`config.mk`:
```
export PLATFORM = sky130hd
export DESIGN_NAME = operand_sequencer
export DESIGN_NICKNAME = d
export VERILOG_FILES = /design/src/rtl/operand_sequencer.sv
export SDC_FILE = /design/constraint.sdc
export NUM_CORES = 1
export LEC_CHECK = 0
export CAP_MARGIN = 0
export CORE_ASPECT_RATIO = 0.8
export CORE_UTILIZATION = 52
export DETAILED_ROUTE_END_ITERATION = 16
export PLACE_DENSITY = 0.8
export SYNTH_ARGS = -nofsm -noshare
export SYNTH_HDL_FRONTEND = slang
export SYNTH_SLANG_ARGS = --single-unit
export TNS_END_PERCENT = 1
```
`constraint.sdc`:
```
create_clock -name clk -period 1.7 [get_ports clk]
set_input_delay 0.34 -clock clk [delete_from_list [all_inputs] [get_ports clk]]
set_output_delay 0.34 -clock clk [all_outputs]
set_load 0.05 [all_outputs]
```
`src/rtl/operand_sequencer.sv`:
```
// Operand capture front-end for the ones'-complement subtractor: debounced load/clear buttons
// sequence operand A then B. Optional build macro: OPERAND_AUTO_RELOAD_EN.

module operand_sequencer_debounce #(
  parameter int unsigned DEBOUNCE_CYCLES = 16
) (
  input  logic clk,
  input  logic rst_n,
  input  logic raw,
  output logic pulse
);
  localparam int unsigned CW = $clog2(DEBOUNCE_CYCLES);
  localparam logic [CW-1:0] CNT_MAX = CW'(DEBOUNCE_CYCLES - 1);

  logic          sync1;
  logic          sync2;
  logic          level;
  logic          level_q;
  logic [CW-1:0] cnt;

  always_ff @(posedge clk) begin
    if (!rst_n) begin
      sync1   <= 1'b0;
      sync2   <= 1'b0;
      level   <= 1'b0;
      level_q <= 1'b0;
      cnt     <= '0;
    end else begin
      sync1   <= raw;
      sync2   <= sync1;
      level_q <= level;
      if (sync2 == level) begin
        cnt <= '0;
      end else if (cnt == CNT_MAX) begin
        level <= ~level;
        cnt   <= '0;
      end else begin
        cnt <= cnt + CW'(1);
      end
    end
  end

  // Pulse taken straight off the level edge so the FSM acts on the following clock.
  assign pulse = level & ~level_q;
endmodule

module operand_sequencer #(
  parameter int unsigned WIDTH           = 4,
  parameter int unsigned DEBOUNCE_CYCLES = 16
) (
  input  logic             clk,
  input  logic             rst_n,
  input  logic [WIDTH-1:0] sw,
  input  logic             btn_load,
  input  logic             btn_clear,
  output logic [WIDTH-1:0] a,
  output logic [WIDTH-1:0] b,
  output logic             operands_valid,
  output logic [1:0]       state_led
);
  typedef enum logic [1:0] {
    LOAD_A = 2'b00,
    LOAD_B = 2'b01,
    READY  = 2'b10
  } state_t;

  state_t state;
  logic   load_p;
  logic   clear_p;

  operand_sequencer_debounce #(.DEBOUNCE_CYCLES(DEBOUNCE_CYCLES)) u_db_load (
    .clk   (clk),
    .rst_n (rst_n),
    .raw   (btn_load),
    .pulse (load_p)
  );

  operand_sequencer_debounce #(.DEBOUNCE_CYCLES(DEBOUNCE_CYCLES)) u_db_clear (
    .clk   (clk),
    .rst_n (rst_n),
    .raw   (btn_clear),
    .pulse (clear_p)
  );

  always_ff @(posedge clk) begin
    if (!rst_n) begin
      state          <= LOAD_A;
      a              <= '0;
      b              <= '0;
      operands_valid <= 1'b0;
    end else if (clear_p) begin
      // Clear takes priority over a coincident load.
      state          <= LOAD_A;
      a              <= '0;
      b              <= '0;
      operands_valid <= 1'b0;
    end else begin
      case (state)
        LOAD_A: begin
          if (load_p) begin
            a     <= sw;
            state <= LOAD_B;
          end
        end
        LOAD_B: begin
          if (load_p) begin
            b              <= sw;
            operands_valid <= 1'b1;
            state          <= READY;
          end
        end
        READY: begin
          if (load_p) begin
`ifdef OPERAND_AUTO_RELOAD_EN
            a <= sw;
`else
            a              <= sw;
            operands_valid <= 1'b0;
            state          <= LOAD_B;
`endif
          end
        end
        default: begin
          state          <= LOAD_A;
          operands_valid <= 1'b0;
        end
      endcase
    end
  end

  assign state_led = state;
endmodule

```
==> key figures <==
STA
  – Slew at the pin with the worst max-slew slack: 0.331 ns
  – Final cycle utilization of the critical path: 81.6%
  – Final setup viols: 0
  – Max-slew violations: 0
  – F_max: 721 MHz
  – Final hold violation count: 0
  – Min Hold Slack: 0.456 ns
  – Minimum clock period: 1.39 ns
  – Setup Skew: 0.00504 ns
  – Setup TNS: 0 ns
  – RSZ-0062 raised after global routing: no
  – Slew HR: 77.8%

Synth
  – Seq/Total Area, Yosys: 55.1%
  – Syn nets: 108
  – Synthesized area: 981 sq um
  – Yosys warnings: 0
  – Largest area contributor in the netlist: dfxtp_1
  – Post-synth EDFFs: 0
  – Synthesized instance count: 98
  – Post-synth ARST share: 0%
  – Top cells by area, synth: dfxtp_1 (55%), mux2i_1 (6.1%), xor2_1 (5.4%)
  – Post-synth top area share: 55.1%
  – Netlist cell types: 21
  – Synthesized area per cell: 10.0 sq um
  – Top_reg_cell synth: dfxtp_1
  – #FFs+latches synth: 27

Clocking
  – Clock latency on the worst-skew pair: 0.32 ns
  – CTS tree: built
  – CTS resizes: 0
  – Clock-pin slew on the worst setup and hold paths: 0.13 ns
  – Clock buffer depth: 2
  – CTS Buf Count: 3
  – H-tree depth: 1
  – Number of clock sinks: 27
  – CTS Hold Buffers Added: 0
  – Setup Buffers After CTS: 0
  – CTS root buf: clkbuf_4

Global route
  – Global-route wire length before repair: 2430 um
  – GRT Overall Usage: 17.6%
  – Antenna violations before repair: 0
  – Number of global-route vias before repair: 538
  – Largest net degree at the start of global routing: 15
  – GRT overflow: 0

Worst setup path
  – CP required: 1.36 ns
  – Crit-path leading delay family: flip-flops
  – CP Buf/Inv Count: 1
  – Worst Reg2Reg Path Length in Cells: 3
  – Critical path launch point type: flip-flop
  – Crit path kind: reg -> out
  – Worst path arrival time: 1.05 ns
  – Critical Path Stages: 1
  – Worst setup EP type: output port
  – Largest stage delay on the critical path: 0.54 ns
  – CP Max Fanout: 10
  – Slowest CP cell: dfxtp_1
  – CP cell instances: buf_12

Power and ir drop
  – Leak: 0.000516 uW
  – Peak supply drop: 562 uV
  – PD cells: 789 mW/mm^2

Layout
  – Most common cell after layout, fill and taps aside: dfxtp_1
  – Layout cell share with drive strength beyond 1: 15.1%
  – Cell area after layout: 0.00120 sq mm
  – Nets@finish: 130
  – Most frequent cells in the layout: dfxtp_1 (27), nor2_1 (12), buf_4 (12)
  – Fill count: 139
  – Layout area overhead: 22.2%
  – N_diodes: 0

Drt
  – Final WL: 1580 um
  – Router iterations before antenna repair: 3
  – WL per Instance: 11.2 um
  – Total number of vias: 691
  – DRC viols: 0
  – DRT iter0 DRCs: 18
  – DRT antenna net count: 0
  – Via density: 4.90

Min path
  – Hold Path Class: reg -> reg
  – WHS Path Cells: 1

Status
  – Outcome: finished, final reports clean

Floorplan
  – Die width: 50.6 um
  – Die H: 40.8 um
  – # rows: 13
  – Initial core utilization: 58.0%
  – Core area: 0.00169 sq mm
  – Boundary Pins: 19
  – Die area: 0.00207 sq mm

Place
  – Area post-placement: 0.00117 sq mm
  – DP HPWL: 1220 um
  – Port Buffer Count: 18
  – RD Place Congestion: 0.685

Job
  – Max Cap Viol: 0
==> metrics by stage <==
stage | setup slack [ns] | power, uW | std cells | utilization (%)
6_report | 0.312 | 946 | 141 | 70.9
5_1_grt | 0.202 | 981 | 141 | 70.9
4_1_cts | 0.303 | 954 | 141 | 70.9
3_5_place_dp | 0.279 | 692 | 137 | 69.3
3_3_place_gp | 0.332 | 691 | 137 | 69.3
2_1_floorplan | 0.243 | 668 | 98 | -
==> sequential cells by signal, summed over array words and instances, names as in the netlist <==
register	count
u_db_load.sync2	1
u_db_clear.level	1
operands_valid	1
state_led	2
u_db_clear.level_q	1
u_db_load.level_q	1
u_db_clear.cnt	4
b	4
a	4
u_db_load.cnt	4
u_db_load.level	1
u_db_clear.sync2	1
u_db_load.sync1	1
u_db_clear.sync1	1
==> kinds of logic (layout without fill, tap and decap cells) <==
kind of cell | after synthesis | count (layout) | synth area share (%)
DFF | 27 | 27 | 55.1
AOI/OAI and AO/OA | 12 | 12 | 6.89
and+or+nand+nor | 38 | 38 | 20.8
buffers and inverters | 7 | 28 | 3.19
adders and majority gates | 2 | 2 | 2.55
muxes | 6 | 6 | 6.12
xor gates and xnor gates | 6 | 6 | 5.36
==> path summary, 6_finish.rpt <==
kind,startpoint,endpoint,slack (ns)
setup / recovery,state_led[0],state_led[0],0.31
hold / removal,u_db_load.sync1,u_db_load.sync2,0.46
setup reg to reg,state_led[0],b[2],0.31
hold reg to reg,u_db_load.sync1,u_db_load.sync2,0.46
==> report_power, final <==
part / internal (uW) / switching, uW / leakage (uW)
sequential: 639 / 2.89 / 0.000218
combinational: 22.3 / 14.4 / 0.000282
clock: 92.0 / 176 / 0.0000150
total: 753 / 193 / 0.000516
==> final cells by class <==
cell class	instances	area, sq um	share of cell area, %
inverters	4	15.0	1.25
repair buffers	20	180	15.0
multi-input cells	64	409	34.1
flip-flops and latches	27	541	45.1
well taps	22	27.5	2.30
clock buffers	4	26.3	2.19
==> routing by layer <==
| layer | vias to the layer above | track usage (%) | wire length (um) |
|---|---|---|---|
| met5 | - | 0 | 0 |
| li1 | 365 | - | - |
| met1 | 309 | 21.5 | 781 |
| met3 | 5 | 7.78 | 68 |
| met4 | 0 | 10.4 | 31 |
| met2 | 12 | 26.3 | 695 |
==> Yosys cell counts, types with 2 or more instances <==
cell / number
dfxtp_1: 27
nor2_1: 12
ha_1: 2
a21oi_1: 6
inv_1: 4
and2_1: 6
xor2_1: 6
mux2i_1: 6
o21ai_0: 5
and3_1: 2
nand2_1: 4
nand2b_1: 2
nor2b_1: 3
nand3_1: 6
Note: power is estimated with default switching activity, not from simulation.
